$ cat src/rtl/regfile_fwd_pipe_pkg.sv
// Shared defaults and the width-independent part of the writeback-tracking slot record.
package regfile_fwd_pipe_pkg;

    localparam int unsigned DSIZE_DEF    = 64;
    localparam int unsigned ASIZE_DEF    = 5;
    localparam int unsigned ZERO_REG_DEF = 31;

    // Control flags of one post-ID slot; the top adds waddr and data at its own widths.
    typedef struct packed {
        logic valid;
        logic wen;
        logic is_load;
        logic rdy;
    } slot_ctl_t;

endpackage

$ cat src/rtl/regfile_array.sv
// Register storage: 2^ASIZE x DSIZE, NREAD asynchronous read ports, one synchronous write port.
module regfile_array #(
    parameter int unsigned DSIZE = 64,
    parameter int unsigned ASIZE = 5,
    parameter int unsigned NREAD = 2
) (
    input  logic                   clk_i,
    input  logic                   rst_i,
    input  logic                   we_i,
    input  logic [ASIZE-1:0]       waddr_i,
    input  logic [DSIZE-1:0]       wdata_i,
    input  logic [NREAD*ASIZE-1:0] raddr_i,
    output logic [NREAD*DSIZE-1:0] rdata_o
);

    localparam int unsigned NREGS = 2 ** ASIZE;

    logic [DSIZE-1:0] mem_q [NREGS];

    always_ff @(posedge clk_i or posedge rst_i) begin
        if (rst_i) begin
            for (int r = 0; r < NREGS; r++) begin
                mem_q[r] <= '0;
            end
        end else if (we_i) begin
            mem_q[waddr_i] <= wdata_i;
        end
    end

    always_comb begin
        rdata_o = '0;
        for (int p = 0; p < NREAD; p++) begin
            rdata_o[p*DSIZE +: DSIZE] = mem_q[raddr_i[p*ASIZE +: ASIZE]];
        end
    end

endmodule

$ cat src/rtl/regfile_fwd_pipe.sv
// Register file with in-flight writeback tracking, result forwarding to ID reads
// and an ID-stage interlock when a needed result is not ready yet.
module regfile_fwd_pipe
    import regfile_fwd_pipe_pkg::*;
#(
    parameter int unsigned DSIZE      = DSIZE_DEF,
    parameter int unsigned ASIZE      = ASIZE_DEF,
    parameter int unsigned NREAD      = 2,
    parameter int unsigned DEPTH      = 3,
    parameter int unsigned LOAD_STAGE = 2,
    parameter int unsigned ZERO_REG   = ZERO_REG_DEF
) (
    input  logic                   clk,
    input  logic                   rst,
    input  logic                   id_valid,
    input  logic [NREAD-1:0]       id_ren,
    input  logic [NREAD*ASIZE-1:0] id_raddr,
    input  logic                   id_wen,
    input  logic [ASIZE-1:0]       id_waddr,
    input  logic                   id_is_load,
    input  logic [DSIZE-1:0]       alu_result,
    input  logic [DSIZE-1:0]       load_result,
    output logic [NREAD*DSIZE-1:0] rdata,
    output logic [NREAD-1:0]       fwd_hit,
    output logic                   stall,
    output logic                   wb_wen,
    output logic [ASIZE-1:0]       wb_waddr,
    output logic [DSIZE-1:0]       wb_wdata
);

    if (DEPTH < 2 || DEPTH > 8) begin : g_bad_depth
        $error("regfile_fwd_pipe: DEPTH must be in 2..8");
    end
    if (LOAD_STAGE < 1 || LOAD_STAGE > DEPTH - 1) begin : g_bad_load_stage
        $error("regfile_fwd_pipe: LOAD_STAGE must be in 1..DEPTH-1");
    end
    if (ZERO_REG >= 2 ** ASIZE) begin : g_bad_zero_reg
        $error("regfile_fwd_pipe: ZERO_REG must fit in ASIZE bits");
    end
    if (NREAD < 1 || ASIZE < 1 || DSIZE < 1) begin : g_bad_width
        $error("regfile_fwd_pipe: NREAD, ASIZE and DSIZE must be nonzero");
    end

    localparam logic [ASIZE-1:0] ZREG = ASIZE'(ZERO_REG);

    typedef struct packed {
        slot_ctl_t        ctl;
        logic [ASIZE-1:0] waddr;
        logic [DSIZE-1:0] data;
    } slot_t;

    slot_t slot_q [1:DEPTH];
    slot_t slot_d [1:DEPTH];

    logic [NREAD*DSIZE-1:0] arr_rdata;
    logic [NREAD-1:0]       hazard;

    regfile_array #(
        .DSIZE(DSIZE),
        .ASIZE(ASIZE),
        .NREAD(NREAD)
    ) u_regfile_array (
        .clk_i  (clk),
        .rst_i  (rst),
        .we_i   (wb_wen),
        .waddr_i(wb_waddr),
        .wdata_i(wb_wdata),
        .raddr_i(id_raddr),
        .rdata_o(arr_rdata)
    );

    // Youngest matching slot wins; the slot-DEPTH match also covers same-cycle commit.
    always_comb begin
        logic             found;
        logic [ASIZE-1:0] ra;
        rdata   = arr_rdata;
        fwd_hit = '0;
        hazard  = '0;
        for (int p = 0; p < NREAD; p++) begin
            found = 1'b0;
            ra    = id_raddr[p*ASIZE +: ASIZE];
            if (id_ren[p]) begin
                if (ra == ZREG) begin
                    rdata[p*DSIZE +: DSIZE] = '0;
                end else begin
                    for (int s = 1; s <= DEPTH; s++) begin
                        if (!found && slot_q[s].ctl.valid && slot_q[s].ctl.wen &&
                            slot_q[s].waddr == ra) begin
                            found = 1'b1;
                            if (slot_q[s].ctl.rdy) begin
                                rdata[p*DSIZE +: DSIZE] = slot_q[s].data;
                                fwd_hit[p]              = 1'b1;
                            end else begin
                                hazard[p] = 1'b1;
                            end
                        end
                    end
                end
            end
        end
    end

    assign stall = id_valid & (|hazard);

    always_comb begin
        slot_d[1] = '0;
        if (id_valid && !stall) begin
            slot_d[1].ctl.valid   = 1'b1;
            slot_d[1].ctl.wen     = id_wen;
            slot_d[1].ctl.is_load = id_is_load;
            slot_d[1].waddr       = id_waddr;
        end
        for (int s = 2; s <= DEPTH; s++) begin
            slot_d[s] = slot_q[s-1];
            if (slot_q[s-1].ctl.valid) begin
                if (s == 2 && !slot_q[s-1].ctl.is_load) begin
                    slot_d[s].data    = alu_result;
                    slot_d[s].ctl.rdy = 1'b1;
                end
                if (s - 1 == int'(LOAD_STAGE) && slot_q[s-1].ctl.is_load) begin
                    slot_d[s].data    = load_result;
                    slot_d[s].ctl.rdy = 1'b1;
                end
            end
        end
    end

    always_ff @(posedge clk or posedge rst) begin
        if (rst) begin
            for (int s = 1; s <= DEPTH; s++) begin
                slot_q[s] <= '0;
            end
        end else begin
            for (int s = 1; s <= DEPTH; s++) begin
                slot_q[s] <= slot_d[s];
            end
        end
    end

    assign wb_wen   = slot_q[DEPTH].ctl.valid & slot_q[DEPTH].ctl.wen &
                      (slot_q[DEPTH].waddr != ZREG);
    assign wb_waddr = slot_q[DEPTH].waddr;
    assign wb_wdata = slot_q[DEPTH].data;

endmodule

$ cat config.mk
export PLATFORM = sky130hd
export DESIGN_NAME = regfile_fwd_pipe
export DESIGN_NICKNAME = d
export VERILOG_FILES = /design/src/rtl/regfile_fwd_pipe_pkg.sv /design/src/rtl/regfile_array.sv /design/src/rtl/regfile_fwd_pipe.sv
export SDC_FILE = /design/constraint.sdc
export NUM_CORES = 2
export LEC_CHECK = 0
export BUFFER_PORTS_ARGS = -buffer_cell sky130_fd_sc_hd__buf_4
export CORE_MARGIN = 2
export CORE_UTILIZATION = 48
export CTS_CLUSTER_DIAMETER = 50
export CTS_CLUSTER_SIZE = 24
export DETAILED_ROUTE_END_ITERATION = 10
export PLACE_DENSITY = 0.79
export SETUP_SLACK_MARGIN = 0.1
export SYNTH_ARGS = -nofsm -noshare
export SYNTH_HDL_FRONTEND = slang
export SYNTH_SLANG_ARGS = --single-unit
$ cat constraint.sdc
create_clock -name clk -period 63.5 [get_ports clk]
set_input_delay 0 -clock clk [delete_from_list [all_inputs] [get_ports clk]]
set_output_delay 0 -clock clk [all_outputs]
set_load 0.1 [all_outputs]
Word level (Yosys, flattened, before mapping)
Index checks and enable logic that the tools add are counted.
- input bits: 150
- output and inout port bits: 201
- register bits: 2201
- logic and storage cells: 155
- bitwise operators: 6
- equality and inequality tests: 9
- muxes and demuxes: 66
- magnitude comparators: 4
- reductions and logical operators: 23
- operator list (cell ; count):
    $bwmux 2048 ; 1
    $mux 64 ; 21
    $bmux 64 s5 ; 2
    $demux 64 s5 ; 1
    $mux 1 ; 39
    $eq 5x5->1 ; 6
    $ge 6x6->1 const B ; 3
    $not 5->6 ; 3
    $logic_and 1x1->1 ; 17
    $eq 5x5->1 const B ; 2
    $lt 6x1->1 const B ; 1
    $logic_not 1->1 ; 5
    $mux 5 ; 1
    $ne 5x5->1 const B ; 1
    $and 1x1->1 ; 3
    $mux 3 ; 1
    $reduce_or 2->1 ; 1

Longest topological paths before layout
- depth after elaboration: 24
- mapped depth: 11
- depth with buffers taken out: 6

Hierarchy
From an unflattened synthesis, not the netlist that was laid out.
- cell total of the unflattened synthesis: 8959
- area total of the unflattened synthesis: 119609.7 sq um
- by module, submodules not included (module ; area an instance (sq um) ; cells an instance ; seq. area each (sq um) ; times used):
    regfile_array ; 108904.4 ; 7688 ; 51249.2 ; 1
    regfile_fwd_pipe ; 10705.3 ; 1271 ; 3828.7 ; 1

Worst setup path before layout
OpenSTA, ideal clock, no wires.
- path kind: reg2out
- start point: reg slot_q (netlist bit wb_waddr[0])
- end point: out rdata[126]
- path slack: 59.688 ns
- arrival time: 3.812 ns
- required time: 63.500 ns
- buffers on the path: 3
- stages on the path, launching flop included: 10
- cell sequence: dfrtp_1 -> clkbuf_1 -> xnor2_1 -> nand3_1 -> nor3_2 -> buf_2 -> buf_2 -> o211ai_1 -> o21a_1 -> o21ai_0
- word-level cells in the longest chain between the ends: 5
- RTL lines (item ; line ; RTL):
    start: declaration ; regfile_fwd_pipe.sv:52 ; slot_t slot_q [1:DEPTH];
    start signal: indexed assignment ; regfile_fwd_pipe.sv:135 ; slot_q[s] <= slot_d[s];
    $eq 5x5->1 ; regfile_fwd_pipe.sv:88 ; slot_q[s].waddr == ra) begin
    $logic_and 1x1->1 ; regfile_fwd_pipe.sv:87 ; if (!found && slot_q[s].ctl.valid && slot_q[s].ctl.wen &&
    $mux 64 ; regfile_fwd_pipe.sv:87 ;
    $mux 64 ; regfile_fwd_pipe.sv:83 ; if (ra == ZREG) begin
    $mux 64 ; regfile_fwd_pipe.sv:82 ; if (id_ren[p]) begin
    end: declaration ; regfile_fwd_pipe.sv:23 ; output logic [NREAD*DSIZE-1:0] rdata,
No other way between the ends.

==> metrics.md <==
| Metric | Value |
|---|---|
| Clock period minus worst slack | `5510 ps` |
| Share of the cycle needed by the critical path after routing | `a little under 9%` |
| GPL Wtd Cong | `~0.88` |
| DR vias | `~80k` |
| Outcome | `complete, no violations` |
| Final hold violation count | `0` |
| Largest area contributor in the netlist | `sky130_fd_sc_hd__dfrtp_1` |
| Port bufs | `350` |
| Initial antenna violation count | `17` |
| First drt pass iteration count | `7` |
| IR drop worst, VDD | `26.2 uV` |
| Worst rel slew slack | `about 5.8%` |
| Logic depth of the worst path, buffers included | `9` |
| Clock latency on the worst-skew pair | `approximately 890 ps` |
| Number of instances in the synthesized netlist | `7,726` |
| Leading post-synthesis cells by cell area | `sky130_fd_sc_hd__dfrtp_1 47%, sky130_fd_sc_hd__mux4_2 21%, sky130_fd_sc_hd__mux2_2 20%, sky130_fd_sc_hd__clkbuf_1 1.8%, sky130_fd_sc_hd__o22ai_1 1.5%` |
| Number of enable flip-flop cells after synthesis | `0` |
| Delay of the slowest critical-path stage | `between 700 and 800 ps` |
| Standard-cell row count | `180` |
| Standby leakage power | `between 50 and 60 nW` |
| Aggregate global routing overflow | `0` |
| Num Clock Sinks | `between 2k and 2.5k` |
| Sequential-to-total area share from yosys stat | `between 40% and 50%` |
| CTS HTree Levels | `4` |
| Post-cts gate resize count | `0` |
| Category of the worst setup path launch point | `input pin` |
| Type of the worst setup path | `in -> async` |
| Die ar. | `approximately 250,000 um2` |
| Post-synthesis net count | `roughly 7.9k` |
| Count of nets left with antenna violations after detail routing | `0` |
| Clock tree from TritonCTS | `built` |
| Total CTS buffers | `roughly 180` |
| Primary FF master, synth | `sky130_fd_sc_hd__dfrtp_1` |
| Post-place instance area | `roughly 120,000 um2` |
| Transition time at the pin with the least slew margin | `1410 ps` |
| Largest fanout on the critical path | `197` |
| Die span in x | `roughly 500 um` |
| Layout fillers | `approximately 18k` |
| Endpoints failing setup | `0` |
| Final cell area excluding filler cells | `approximately 130,000 um2` |
| # IOs | `351` |
| Synthesized area per cell | `approximately 15 um2` |
| Count of cell types in the netlist | `between 40 and 50` |
| Worst Skew | `37.7 ps` |
| Sum Neg Setup Slack | `0 ps` |
| Min-Delay Path Depth | `4` |
| Routed len/inst | `~36 um` |
| Number of vias per cell | `about 7.1` |
| Layout Area Growth over Synthesis | `11.8%` |
| Initial Utilization | `48.4%` |
| Number of DRC violations after detailed routing | `0` |
| Hold-fix buffer count after cts | `about 270` |
| Critical path's top delay family | `buffers and inverters` |
| Slew Limit Fails | `0` |
| Most frequently used cell type in the post-synthesis netlist | `sky130_fd_sc_hd__dfrtp_1` |
| All-layer global routing usage | `31.9%` |
| Clock tree buffer depth | `3` |
| Worst Path Arrival | `6260 ps` |
| Area fraction of the dominant cell type after synthesis | `47.3%` |
| Total half-perimeter wirelength after legalization and detailed placement | `approximately 230,000 um` |
| Endpoint class of the critical path | `asynchronous set/reset pin` |
| Depth of the most critical reg-to-reg path | `5` |
| Vias in the first global route | `approximately 82k` |
| Number of setup buffers added after CTS | `0` |
| Clock slew at the register clock pins of the worst setup and hold paths | `90 ps` |
| FF+latch count, synth | `about 2.2k` |
| Global-route wire length before repair | `approximately 570,000 um` |
| RSZ-0062 raised after global routing | `false` |
| Detailed Route WL | `about 400,000 um` |
| Number of warnings issued by yosys | `0` |
| Path category of the worst min-delay check | `in -> reg` |
| Core ar. | `approximately 240,000 um2` |
| Power, Total | `~3.3 mW` |
| Post-synthesis cell area | `around 120,000 um2` |
| Top cells by instance count after synthesis | `2,201 x sky130_fd_sc_hd__dfrtp_1, 2,050 x sky130_fd_sc_hd__mux2_2, 1,073 x sky130_fd_sc_hd__mux4_2` |
| Violation count after the first detailed-route iteration | `about 11k` |
| Total of max-cap violations | `0` |
| Die Height | `between 400 and 500 um` |
| Cell at the slowest stage of the critical path | `sky130_fd_sc_hd__buf_4` |
| Sequence of cells on the critical path | `dlygate4sd3_1 -> buf_4 -> dlygate4sd3_1 -> inv_8 -> buf_12 -> buf_4 -> buf_4 -> buf_4 -> buf_12` |
| Most numerous cell on the critical path | `sky130_fd_sc_hd__buf_4` |
| Async set or reset register ratio after synthesis | `100%` |
| Power density relative to cell area | `roughly 25 nW/um2` |
| Number of nets in the layout | `between 7k and 8k` |
| Max Freq | `181 MHz` |
| Maximum number of pins on one net before global-route repair | `approximately 200` |
| Worst EP required | `between 60,000 and 70,000 ps` |
| Fraction of layout cells with a size suffix above 1 | `approximately 50%` |
| Number of buffers and inverters on the critical path | `9` |
| CTS Root Buffer Type | `sky130_fd_sc_hd__clkbuf_16` |
[kinds of logic after synthesis]
family | count (synthesis) | share of synthesized area, %
and+or+nand+nor | 418 | 1.98
DFF | 2201 | 47.3
buffers and inverters | 981 | 3.83
AOI/OAI and AO/OA | 819 | 4.82
muxes | 3277 | 41.9
xor gates and xnor gates | 30 | 0.225
[final cells by class]
cell class	count	area [um2]	area share [%]
diodes	14	35.0	0.0269
clock buffers	194	4780	3.67
clock inverters	150	1960	1.50
inverters	3	18.8	0.0144
multi-input cells	4544	57400	44.0
flip-flops and latches	2201	55100	42.3
well taps	3185	3990	3.06
repair buffers	824	7010	5.39
[per-stage QoR]
stage               std cells  setup WS, ps  util, %  hold slack, ps
floorplan                7726          1310        -             117
global route            11100         57210     54.0            39.1
finish                  11100         57990     54.0            98.3
global placement        10500         58300     50.1             202
detailed placement      10500         58210     50.1             212
CTS                     11100         57900     54.0            13.6
[registers in the layout (all words and copies together), names as in the netlist]
register,cells
u_regfile_array.mem_q,2048
wb_wdata,64
slot_d,16
wb_waddr,5
slot_q,68
[final timing paths]
check | from | end | slack, ps
max | rst | u_regfile_array.mem_q[1111] | 57990
min | id_waddr[2] | slot_d[139] | 100
max reg2reg | wb_waddr[2] | u_regfile_array.mem_q[659] | 59170
min reg2reg | u_regfile_array.mem_q[35] | u_regfile_array.mem_q[35] | 400
max in group clk | id_raddr[7] | rdata[105] | 58170
min in group asynchronous | rst | wb_wdata[55] | 470
[metal layers]
metal,part of all wire (%),vias to the layer above,track usage (%),routed length [um]
met1,34,42000,38.5,134000
met5,0.025,-,0.0386,99
met2,46,5672,48.3,180000
met4,9.4,14,24.9,37100
li1,-,30100,-,-
met3,11,1721,9.25,43900
[worst min-delay path, delay by kind of cell]
kind | cells | cell delay, ps
buf+inv | 2 | 690
simple gates | 2 | 210
[placed cells by master, fill, tap and decap left out, types with 32 or more instances in the layout]
cell / instances
sky130_fd_sc_hd__dfrtp_1: 2200
sky130_fd_sc_hd__mux2_2: 2050
sky130_fd_sc_hd__mux4_2: 1073
sky130_fd_sc_hd__buf_4: 539
sky130_fd_sc_hd__o22ai_1: 281
sky130_fd_sc_hd__dlygate4sd3_1: 271
sky130_fd_sc_hd__clkbuf_16: 188
sky130_fd_sc_hd__mux2i_1: 154
sky130_fd_sc_hd__o211ai_1: 129
sky130_fd_sc_hd__o21ai_0: 94
sky130_fd_sc_hd__nand2_1: 89
sky130_fd_sc_hd__a22oi_1: 76
sky130_fd_sc_hd__nand2b_1: 67
sky130_fd_sc_hd__and2_1: 66
sky130_fd_sc_hd__nor4_1: 66
sky130_fd_sc_hd__o21a_1: 64
sky130_fd_sc_hd__a32o_1: 64
sky130_fd_sc_hd__o2111ai_1: 39
sky130_fd_sc_hd__o21ai_1: 35
sky130_fd_sc_hd__inv_8: 33
sky130_fd_sc_hd__clkinv_8: 32
[power by group]
group	total (mW)	switching (mW)	leakage [nW]	internal, mW
Clock	1.27	0.637	3.26	0.631
Sequential	1.53	0.0663	30.3	1.46
Combinational	0.456	0.275	25.0	0.181
No activity file was read; power rests on OpenSTA's default activity.
